**config.mk**
```make
export PLATFORM = sky130hd
export DESIGN_NAME = ccff_chain_loader
export DESIGN_NICKNAME = d
export VERILOG_FILES = /design/src/rtl/ccff_loader_pkg.sv /design/src/rtl/ccff_rb_crc8.sv /design/src/rtl/ccff_chain_loader.sv
export SDC_FILE = /design/constraint.sdc
export NUM_CORES = 1
export LEC_CHECK = 0
export CAP_MARGIN = 20
export CORE_UTILIZATION = 37
export CTS_CLUSTER_DIAMETER = 50
export DETAILED_ROUTE_END_ITERATION = 16
export DONT_BUFFER_PORTS = 1
export HOLD_SLACK_MARGIN = 0.02
export PLACE_DENSITY_LB_ADDON = 0.2
export SYNTH_ARGS = -nofsm -noshare
export SYNTH_HDL_FRONTEND = slang
export SYNTH_SLANG_ARGS = --single-unit
```
**constraint.sdc**
```tcl
create_clock -name prog_clk -period 2 [get_ports prog_clk]
set_input_delay 0.4 -clock prog_clk [delete_from_list [all_inputs] [get_ports prog_clk]]
set_output_delay 0.4 -clock prog_clk [all_outputs]
set_load 0.005 [all_outputs]
```
**src/rtl/ccff_loader_pkg.sv**
```systemverilog
// Shared types and CRC constants for the configuration-chain loader.
package ccff_loader_pkg;

    typedef enum logic [1:0] {IDLE, LOAD, DONE} state_t;

    localparam logic [7:0] CRC8_POLY = 8'h07;
    localparam logic [7:0] CRC8_INIT = 8'h00;

    // One bit of an MSB-first CRC-8 update.
    function automatic logic [7:0] crc8_step(input logic [7:0] crc, input logic din);
        logic fb;
        fb = crc[7] ^ din;
        return {crc[6:0], 1'b0} ^ (fb ? CRC8_POLY : 8'h00);
    endfunction

endpackage

```
**src/rtl/ccff_rb_crc8.sv**
```systemverilog
// Bit-serial CRC-8 accumulator over the chain tail stream.
module ccff_rb_crc8
    import ccff_loader_pkg::*;
(
    input  logic       clk,
    input  logic       rst,
    input  logic       en,
    input  logic       clr,
    input  logic       din,
    output logic [7:0] crc
);

    always_ff @(posedge clk) begin
        if (rst || clr)
            crc <= CRC8_INIT;
        else if (en)
            crc <= crc8_step(crc, din);
    end

endmodule

```
**src/rtl/ccff_chain_loader.sv**
```systemverilog
// Serialises bitstream words LSB-first into the ccff chain head and gates prog_clk.
// Optional tail readback CRC is enabled by defining CCFF_READBACK_EN.
module ccff_chain_loader
    import ccff_loader_pkg::*;
#(
    parameter int CHAIN_LEN = 36,
    parameter int DATA_W    = 8
) (
    input  logic              prog_clk,
    input  logic              pReset,
    input  logic              start,
    input  logic [DATA_W-1:0] s_data,
    input  logic              s_valid,
    output logic              s_ready,
    output logic              ccff_head,
    output logic              ccff_clk_en,
    input  logic              ccff_tail,
    output logic              busy,
    output logic              cfg_done,
    output logic [7:0]        rb_crc
);

    localparam int CNT_W  = $clog2(CHAIN_LEN + 1);
    localparam int LEFT_W = $clog2(DATA_W + 1);
    localparam logic [CNT_W-1:0] LEN_C  = CNT_W'(CHAIN_LEN);
    localparam logic [CNT_W-1:0] LAST_C = CNT_W'(CHAIN_LEN - 1);

    state_t              state, next_state;
    logic [CNT_W-1:0]    bit_cnt;
    logic [LEFT_W-1:0]   bits_left;
    logic [LEFT_W-1:0]   take;
    logic [DATA_W-1:0]   shreg;
    logic [31:0]         remain;
    logic                start_acc;
    logic                accept;
    logic                shift;
    logic                last_shift;

    assign start_acc  = start && (state != LOAD);
    assign shift      = (bits_left != '0);
    assign accept     = s_valid && s_ready;
    assign last_shift = shift && (bit_cnt == LAST_C);

    // Final word of a load only contributes what the chain still needs.
    always_comb begin
        remain = 32'(CHAIN_LEN) - 32'(bit_cnt);
        take   = (remain < 32'(DATA_W)) ? LEFT_W'(remain) : LEFT_W'(DATA_W);
    end

    always_ff @(posedge prog_clk) begin
        if (pReset)
            state <= IDLE;
        else
            state <= next_state;
    end

    always_comb begin
        next_state = state;
        case (state)
            IDLE:    if (start) next_state = LOAD;
            LOAD:    if (last_shift) next_state = DONE;
            DONE:    if (start) next_state = LOAD;
            default: next_state = IDLE;
        endcase
    end

    always_comb begin
        busy        = (state == LOAD);
        s_ready     = busy && (bits_left == '0) && (bit_cnt < LEN_C);
        ccff_clk_en = shift;
        ccff_head   = shift && shreg[0];
    end

    always_ff @(posedge prog_clk) begin
        if (pReset) begin
            bit_cnt   <= '0;
            bits_left <= '0;
            shreg     <= '0;
            cfg_done  <= 1'b0;
        end else begin
            if (start_acc) begin
                bit_cnt  <= '0;
                cfg_done <= 1'b0;
            end else if (shift) begin
                bit_cnt <= bit_cnt + CNT_W'(1);
                if (last_shift)
                    cfg_done <= 1'b1;
            end
            // Accept and shift are exclusive: s_ready requires bits_left==0.
            if (accept) begin
                shreg     <= s_data;
                bits_left <= take;
            end else if (shift) begin
                shreg     <= shreg >> 1;
                bits_left <= bits_left - LEFT_W'(1);
            end
        end
    end

`ifdef CCFF_READBACK_EN
    ccff_rb_crc8 u_rb_crc (
        .clk (prog_clk),
        .rst (pReset),
        .en  (ccff_clk_en),
        .clr (start_acc),
        .din (ccff_tail),
        .crc (rb_crc)
    );
`else
    logic unused_tail;
    assign unused_tail = ccff_tail;
    assign rb_crc      = 8'h00;
`endif

endmodule

```
==> metrics.md, run 1 <==
| Metric | Value |
|---|---|
| Pin count of the biggest net entering global routing | `22` |
| Port Buffer Count | `0` |
| I/O pins | `26` |
| Clk slew on worst S/H paths | `120 ps` |
| DP Area | `0.00121 sq mm` |
| Hold WC Path Type | `primary input to flip-flop` |
| CP Launch Type | `flip-flop` |
| #FFs+latches synth | `21` |
| Power Total | `approximately 1.8 mW` |
| Chip Height | `roughly 60 microns` |
| Gpl congestion | `0.748` |
| Clock Path Buffers | `2` |
| CTS H-tree lvls | `1` |
| Ant. Diodes | `0` |
| CTS Buf Count | `3` |
| GRT Util Overall | `14.8%` |
| Vias in the first global route | `about 860` |
| WP data arrival | `1500 ps` |
| Final net count | `about 170` |
| Leak | `0.529 nW` |
| Non-filler cells, final | `195` |
| Clock root buffer | `clkbuf_4` |
| Clock network power share | `11.5%` |
| Total Wirelength | `2370 microns` |
| Initial Util | `38.7%` |
| Initial antenna violation count | `0` |
| Ys Warns | `0` |
| Max Cap Viol | `0` |
| Cell Area, Synth | `0.00117 sq mm` |
| # rows | `20` |
| Sum of negative setup slack | `0 ps` |
| Antenna Nets Post-Route | `0` |
| Layout Skew | `~5.9 ps` |
| Synth Flop Type | `dfxtp_1` |
| Sink Count | `21` |
| Setup violators final | `0` |
| Vias | `967` |
| Most frequent cells in the layout | `dfxtp_1, nand2_1, nor2_1` |
| Comb power frac | `57.0%` |
| Hpwl dp | `~1600 microns` |
| CTS tree | `yes` |
| Fin crit period | `1900 ps` |
| Fin. max-slew vios | `0` |
| WL/cell | `12.1 microns` |
| Total grt overflow | `0` |
| Commonest non-fill, non-tap cell in the layout | `dfxtp_1` |
| Avg Vias per Cell | `around 5` |
| Syn-to-layout area delta | `16.0%` |
| Core ar. | `0.00303 sq mm` |
| CP required | `~1600 ps` |
| Pre-antenna DRT Iters | `4` |
| Syn Inst Count | `between 100 and 150` |
| CP endpoint kind | `primary output` |
| Sw Pwr | `slightly above 0.7 mW` |
| DR iter-0 viols | `34` |
| Layout cells sized above 1 | `18.5%` |
| Outcome | `completed` |
| Final worst path period share | `95.0%` |
| DIE WIDTH | `58.3 microns` |
| Clock latency on the worst-skew pair | `300 ps` |
| Seq pwr share | `about a third` |
| Sw Ratio | `39.9%` |
| Die area | `0.00339 sq mm` |
| Syn avg cell area | `8.25 sq um` |
| Post-synth cell types | `41` |
| Post-CTS Hold Fix Bufs | `0` |
| WS Path Type | `flip-flop to primary output` |
| Number of flops mapped to enable cells by yosys | `0` |
| DRC | `0` |
| Peak fanout along the critical path | `3` |
| Peak VDD IR | `0.724 mV` |
| Sequential share of the synthesized area | `35.9%` |
| RSZ-0062 raised after global routing | `no` |
| Power density cells | `1310 mW/mm^2` |
| Final Hold Fails | `0` |
| Internal Power | `1.07 mW` |
| Finished layout cell area | `0.00136 sq mm` |
| Max Freq | `approximately 0.53 GHz` |
| Dpl cells | `185` |
| Post-synth ARST share | `0%` |
| First-pass GRT wire length | `3830 microns` |
-- routing by layer --
layer	GRT usage (%)	vias to the layer above	share of wire, %
li1	-	497	-
met4	7.14	0	0.72
met5	0	-	0
met2	22.5	14	46
met1	20.0	454	50
met3	3.13	2	2.7
-- cell type report --
cell class              instances  area (sq um)
well taps                      44          55.1
fillers                       301          1670
clock inverters                 1          5.00
clock buffers                   3          22.5
repair buffers                 12           120
inverters                      11          41.3
multi-input cells             103           693
flip-flops and latches         21           422
-- through the flow --
| stage | hold slack (ps) | utilization [%] | setup slack, ps |
|---|---|---|---|
| 2_1_floorplan | 448 | - | 212 |
| 3_3_place_gp | 449 | 40.1 | 200 |
| 3_5_place_dp | 452 | 40.1 | 174 |
| 4_1_cts | 123 | 41.9 | 21.0 |
| 5_1_grt | 113 | 44.9 | 18.5 |
| 6_report | 141 | 44.9 | 100 |
-- kinds of logic (layout without fill, tap and decap cells) --
group	after synthesis	after routing	synth area share, %
buffers and inverters	25	27	10.7
adder cells (fa/ha/maj)	4	4	4.27
flip-flops	21	21	35.9
XOR/XNOR	7	7	5.24
AND/OR/NAND/NOR	56	56	23.0
other	1	8	0.320
AO/OA/AOI/OAI	28	28	20.6
-- power by group through the flow --
stage          Combinational [mW]  Clock, mW  Sequential (mW)
6_report                     1.02      0.205            0.563
5_1_grt                      1.12      0.231            0.578
4_1_cts                     0.804      0.214            0.561
3_5_place_dp                0.733          0            0.568
3_3_place_gp                0.720          0            0.565
2_1_floorplan               0.551          0            0.568
-- cell usage after synthesis, types with 2 or more instances --
master	instances	share of area [%]
inv_1	10	3.2
ha_1	4	4.3
a22oi_1	2	1.3
a21oi_1	3	1.3
and2_1	2	1.1
a211oi_1	2	1.3
nor3_1	2	0.85
a311oi_1	7	5.2
nand2_1	19	6.1
nand4_1	3	1.6
dfxtp_1	21	36
nand3_1	3	1.3
xnor2_1	2	1.5
o211ai_1	3	1.9
clkbuf_1	4	1.3
buf_4	8	5.1
xor2_1	5	3.7
nor2_1	19	6.1
-- registers in the layout, summed over array words and instances, names as in the netlist --
name	cells
shreg	8
bit_cnt	6
bits_left	4
state	2
cfg_done	1
-- repair_timing --
item                                    CTS  global route
endpoints found under the setup margin    2             5
gates resized for setup                   5             8
pin swaps                                 0             2
buffers inserted                          1             4
gates cloned                              0             1
-- final timing paths --
check,to,from,slack [ps],depth (start not counted)
hold / removal,bits_left[0],pReset,140,1
setup reg to reg,bits_left[1],bit_cnt[0],120,8
hold reg to reg,shreg[7],shreg[7],470,2
setup / recovery,s_ready,bit_cnt[0],100,5
-- worst max-delay path: stages, from the launching register on --
cell and delay [ps]:
dfxtp_1 360, inv_1 70, ha_2 220, o311ai_4 300, nand3_1 130, nor2_2 120
No activity file was read; power rests on OpenSTA's default activity.
==> run 2, diff against run 1 <==
--- a/config.mk
+++ b/config.mk
@@ -6,7 +6,7 @@
 export NUM_CORES = 1
 export LEC_CHECK = 0
 export CAP_MARGIN = 20
-export CORE_UTILIZATION = 37
+export CORE_UTILIZATION = 57
 export CTS_CLUSTER_DIAMETER = 50
 export DETAILED_ROUTE_END_ITERATION = 16
 export DONT_BUFFER_PORTS = 1
==> run 2 against run 1 <==
Net effect: sequential power is essentially flat; worst hold slack got worse by 3.4 ps; cell area decreased by 3.6%; core utilization up 23 points; highest routed layer unchanged; setup slack got worse by 17 ps.
==> metrics.md, run 2 (synthesis gave the netlist of run 1 again) <==
| Metric | Value |
|---|---|
| Regs by FF count | `shreg x8, bit_cnt x6, bits_left x4` |
| Fin crit period | `1920 ps (+17.4 ps)` |
| Clock Path Buffers | `2 (unchanged)` |
| Syn-to-layout area delta | `11.9%` |
| Most frequent cells in the layout | `nand2_1, dfxtp_1, nor2_1` |
| Slowest stage delay, CP | `350 ps (about the same)` |
| WHS Path Cells | `1 (unchanged)` |
| CP endpoint kind | `primary output` |
| Levels on crit path | `5 (unchanged)` |
| Die area | `0.00224 sq mm (-34%)` |
| Final Hold Fails | `0 (unchanged)` |
| I/O pins | `26 (unchanged)` |
| Final worst path period share | `95.9% (+0.87 points)` |
| Hpwl dp | `1540 microns (-2.4%)` |
| Initial Util | `60.3% (+22 points)` |
| Clk slew on worst S/H paths | `120 ps (about the same)` |
| CTS H-tree lvls | `1 (unchanged)` |
| First-pass GRT wire length | `3350 microns (-12%)` |
| Peak VDD IR | `1.02 mV (+41%)` |
| Chip Height | `47.3 microns (-19%)` |
| Total Wirelength | `2380 microns (+0.30%)` |
| Initial antenna violation count | `0 (unchanged)` |
| Pin count of the biggest net entering global routing | `22 (unchanged)` |
| CP delay by family, top | `flip-flops` |
| Total grt overflow | `0 (unchanged)` |
| CP Launch Type | `flip-flop` |
| Layout Skew | `3.00 ps (-2.87 ps)` |
| Worst-path cell chain | `inv_1, ha_2, o311ai_4, nand3_1, nor2_2` |
| Clock latency on the worst-skew pair | `300 ps (about the same)` |
| Sw Pwr | `0.701 mW (-1.7%)` |
| WL/cell | `13.6 microns (+12%)` |
| CTS tree | `yes` |
| CP max stage cell | `dfxtp_1` |
| Sink Count | `21 (unchanged)` |
| Max FFs per register | `8 (unchanged)` |
| Hold WC Path Type | `primary input to flip-flop` |
| DIE WIDTH | `47.3 microns (-19%)` |
| Peak fanout along the critical path | `3 (unchanged)` |
| Worst Path Buf+Inv | `1 (unchanged)` |
| Setup violators final | `0 (unchanged)` |
| CTS Buf Count | `3 (unchanged)` |
| Ant. Diodes | `0 (unchanged)` |
| Outcome | `completed` |
| Leak | `0.513 nW (-3.0%)` |
| DRC | `0 (unchanged)` |
| Core ar. | `0.00194 sq mm (-36%)` |
| WS Path Type | `flip-flop to primary output` |
| Port Buffer Count | `0 (unchanged)` |
| Length in cells of the worst reg-to-reg path | `7 (-1)` |
| Non-filler cells, final | `175 (-10%)` |
| Antenna Nets Post-Route | `0 (unchanged)` |
| Layout cells sized above 1 | `16.9% (-1.7 points)` |
| Power density cells | `1340 mW/mm^2 (+1.7%)` |
| Sw Ratio | `40.1% (+0.12 points)` |
| Power Total | `1.75 mW (-2.0%)` |
| Comb power frac | `56.0% (-1.0 points)` |
| Pre-antenna DRT Iters | `4 (unchanged)` |
| Vias | `964 (-0.31%)` |
| DR iter-0 viols | `24 (-29%)` |
| Clock root buffer | `clkbuf_4` |
| Seq pwr share | `32.3% (+0.8 points)` |
| # rows | `16 (-20%)` |
| Fin. max-slew vios | `0 (unchanged)` |
| GRT Util Overall | `21.2% (+6.3 points)` |
| Gpl congestion | `0.806 (+7.8%)` |
| CP required | `1600 ps (about the same)` |
| Hold slack final | `137 ps (-3.37 ps)` |
| Dpl cells | `168 (-9.2%)` |
| Clock network power share | `11.7% (+0.2 points)` |
| Internal Power | `1.05 mW (-2.2%)` |
| Biggest register | `shreg` |
| Max Freq | `0.522 GHz (-0.91%)` |
| Max Cap Viol | `0 (unchanged)` |
| Avg Vias per Cell | `5.51 (+11%)` |
| Final net count | `166 (-1.8%)` |
| WP data arrival | `1520 ps (+20 ps)` |
| Vias in the first global route | `763 (-11%)` |
run 2: area by class of cell:
cell class / count / area (sq um)
clock buffers: 3 / 22.5
clock inverters: 1 / 5.00
fillers: 168 / 632
inverters: 11 / 41.3
multi-input cells: 103 / 687
flip-flops and latches: 21 / 423
well taps: 27 / 33.8
repair buffers: 9 / 97.6
run 2: repair_timing:
action | CTS | global route
setup endpoints to repair | 2 | 2
pin swaps | 0 | 1
cloned | 0 | 1
gates resized for setup | 2 | 11
hold buffers | 0 | 0
buffers inserted | 0 | 2
run 2: path summary, 6_finish.rpt:
kind | startpoint | end | slack, ps
setup / recovery | bit_cnt[0] | s_ready | 80
hold / removal | pReset | bits_left[0] | 140
setup reg to reg | bits_left[0] | bits_left[0] | 160
hold reg to reg | shreg[7] | shreg[7] | 470
run 2: layer usage:
metal  GRT usage (%)  vias up  share of wire, %
li1                -      494                 -
met5               0        -                 0
met1            31.9      449                48
met2            28.5       19                47
met3            5.77        2               4.4
met4            7.43        0              0.72
run 2: power by group through the flow:
stage / Sequential [mW] / Clock (mW) / Combinational (mW)
2_1_floorplan: 0.568 / 0 / 0.551
3_3_place_gp: 0.564 / 0 / 0.705
3_5_place_dp: 0.567 / 0 / 0.723
4_1_cts: 0.558 / 0.216 / 0.746
5_1_grt: 0.576 / 0.231 / 1.06
6_report: 0.566 / 0.204 / 0.980
run 2: through the flow:
step / setup WS, ps / instance area [sq um] / util, % / setup TNS (ps)
after floorplan: 212 / 1200 / - / 0
after global placement: 225 / 1190 / 61.4 / 0
after detailed placement: 194 / 1190 / 61.4 / 0
after CTS: 17.3 / 1230 / 63.4 / 0
after global routing: -8.67 / 1310 / 67.5 / -8.67
final: 82.5 / 1310 / 67.5 / 0
==> run 3, diff against run 2 <==
--- a/config.mk
+++ b/config.mk
@@ -7,6 +7,7 @@
 export LEC_CHECK = 0
 export CAP_MARGIN = 20
 export CORE_UTILIZATION = 57
+export CTS_BUF_LIST = sky130_fd_sc_hd__clkbuf_8
 export CTS_CLUSTER_DIAMETER = 50
 export DETAILED_ROUTE_END_ITERATION = 16
 export DONT_BUFFER_PORTS = 1
==> run 3 against run 2 <==
Net effect: non-clock buffer count down 3; sequential share of layout area up 1.3 points; wire length down 7.2%; global-route usage unchanged; clock skew down 2.0 ps; flip-flop and latch count unchanged; core utilization down 3.0 points; via count down 1.8%; combinational power down 23%; sequential power down 1%; setup slack better by 28 ps; critical path type unchanged; critical endpoint is now ccff_head; largest power group unchanged.
==> metrics.md, run 3 (synthesis gave the netlist of run 1 again) <==
| Metric | Value |
|---|---|
| WP data arrival | `1490 ps (-30 ps)` |
| Clock Path Buffers | `2 (unchanged)` |
| CTS tree | `yes` |
| CP required | `1600 ps (about the same)` |
| CP endpoint kind | `primary output` |
| Max Cap Viol | `0 (unchanged)` |
| WS Path Type | `flip-flop to primary output` |
| I/O pins | `26 (unchanged)` |
| Sink Count | `21 (unchanged)` |
| Syn-to-layout area delta | `6.94%` |
| Fin crit period | `1890 ps (-28.2 ps)` |
| Leak | `0.494 nW (-3.8%)` |
| Vias in the first global route | `777 (+1.8%)` |
| Ant. Diodes | `0 (unchanged)` |
| Max FFs per register | `8 (unchanged)` |
| DP Area | `0.00119 sq mm (unchanged)` |
| Pin count of the biggest net entering global routing | `22 (unchanged)` |
| Initial antenna violation count | `0 (unchanged)` |
| Sum of negative setup slack | `0 ps (unchanged)` |
| # rows | `16 (unchanged)` |
| Clock root buffer | `clkbuf_8` |
| Clock latency on the worst-skew pair | `260 ps (-40 ps)` |
| Core ar. | `0.00194 sq mm (unchanged)` |
| Layout Skew | `1.01 ps (-1.98 ps)` |
| Setup violators final | `0 (unchanged)` |
| Layout cells sized above 1 | `11.7% (-5.2 points)` |
| Biggest register | `shreg` |
| Post-CTS Hold Fix Bufs | `0 (unchanged)` |
| Dpl cells | `168 (unchanged)` |
| Antenna Nets Post-Route | `0 (unchanged)` |
| Finished layout cell area | `0.00125 sq mm (-4.4%)` |
| Outcome | `completed` |
| WL/cell | `12.8 microns (-5.6%)` |
| Chip Height | `47.3 microns (unchanged)` |
| Peak VDD IR | `1.00 mV (-1.8%)` |
| DR iter-0 viols | `17 (-29%)` |
| Regs by FF count | `shreg x8, bit_cnt x6, bits_left x4` |
| First-pass GRT wire length | `3390 microns (+1.0%)` |
| DIE WIDTH | `47.3 microns (unchanged)` |
| Total Wirelength | `2200 microns (-7.2%)` |
| Power density cells | `1270 mW/mm^2 (-4.9%)` |
| CTS Buf Count | `3 (unchanged)` |
| Flop-to-flop setup slack | `170 ps (about the same)` |
| Pre-antenna DRT Iters | `4 (unchanged)` |
| Most frequent cells in the layout | `dfxtp_1, nor2_1, nand2_1` |
| Final worst path period share | `94.5% (-1.4 points)` |
| Clk slew on worst S/H paths | `80 ps (-40 ps)` |
| Port Buffer Count | `0 (unchanged)` |
| CTS H-tree lvls | `1 (unchanged)` |
| Commonest non-fill, non-tap cell in the layout | `dfxtp_1` |
| Peak fanout along the critical path | `17 (+14)` |
| Hpwl dp | `1540 microns (unchanged)` |
| Setup Buffers After CTS | `0 (unchanged)` |
| Gpl congestion | `0.806 (unchanged)` |
| Total grt overflow | `0 (unchanged)` |
| Final Hold Fails | `0 (unchanged)` |
| Avg Vias per Cell | `5.51 (about the same)` |
| RSZ-0062 raised after global routing | `no` |
| GRT Util Overall | `21.2% (unchanged)` |
| CP Launch Type | `flip-flop` |
| Max Freq | `0.529 GHz (+1.5%)` |
| Power Total | `1.59 mW (-9.1%)` |
| Final net count | `163 (-1.8%)` |
| Fin. max-slew vios | `0 (unchanged)` |
| DRC | `0 (unchanged)` |
| Hold WC Path Type | `primary input to flip-flop` |
| Initial Util | `60.3% (unchanged)` |
| Vias | `947 (-1.8%)` |
| Die area | `0.00224 sq mm (unchanged)` |
| Non-filler cells, final | `172 (-1.7%)` |
| Hold slack final | `194 ps (+56.6 ps)` |
[run 3: per-stage QoR]
stage / worst slack (ps) / util (%)
6_report: 111 / 64.5
5_1_grt: 3.96 / 64.5
4_1_cts: 6.03 / 63.8
3_5_place_dp: 194 / 61.4
3_3_place_gp: 225 / 61.4
2_1_floorplan: 212 / -
[run 3: cell type report]
cell class                 instances  area [sq um]
multi-input combinational        103           662
sequential                        21           420
clock buffer                       3          41.3
fill                             176           689
clock inverter                     1          5.00
tap                               27          33.8
inverter                          11          41.3
timing repair buffer               6          48.8
[run 3: final timing paths]
| path | start | to | depth (start not counted) |
|---|---|---|---|
| worst max-delay path | bits_left[1] | ccff_head | 6 |
| worst min-delay path | pReset | bits_left[0] | 1 |
| worst max register to register | bits_left[1] | bits_left[1] | 7 |
| worst min register to register | shreg[7] | shreg[7] | 2 |
[run 3: layer usage]
metal	global-route usage, %	wire length, microns
met4	7.43	17
met1	31.7	1080
met5	0	0
met3	4.62	93
met2	29.6	1010
[run 3: power by group]
part | internal (mW) | leakage, nW | switching [mW] | total (mW)
logic | 0.309 | 0.297 | 0.443 | 0.751
clock network | 0.139 | 0.0255 | 0.142 | 0.281
registers | 0.501 | 0.171 | 0.0579 | 0.559
total | 0.948 | 0.494 | 0.643 | 1.59
[run 3: critical path: stages (launching register included)]
cell and delay (ps):
dfxtp_1 310, inv_1 90, ha_2 190, nor3b_4 220, inv_2 80, buf_6 160, and2_1 170
[run 3: repair_timing]
item | in CTS | in global routing
endpoints found under the hold margin | 0 | 0
setup endpoints to repair | 0 | 2
gates resized for setup | 0 | 4
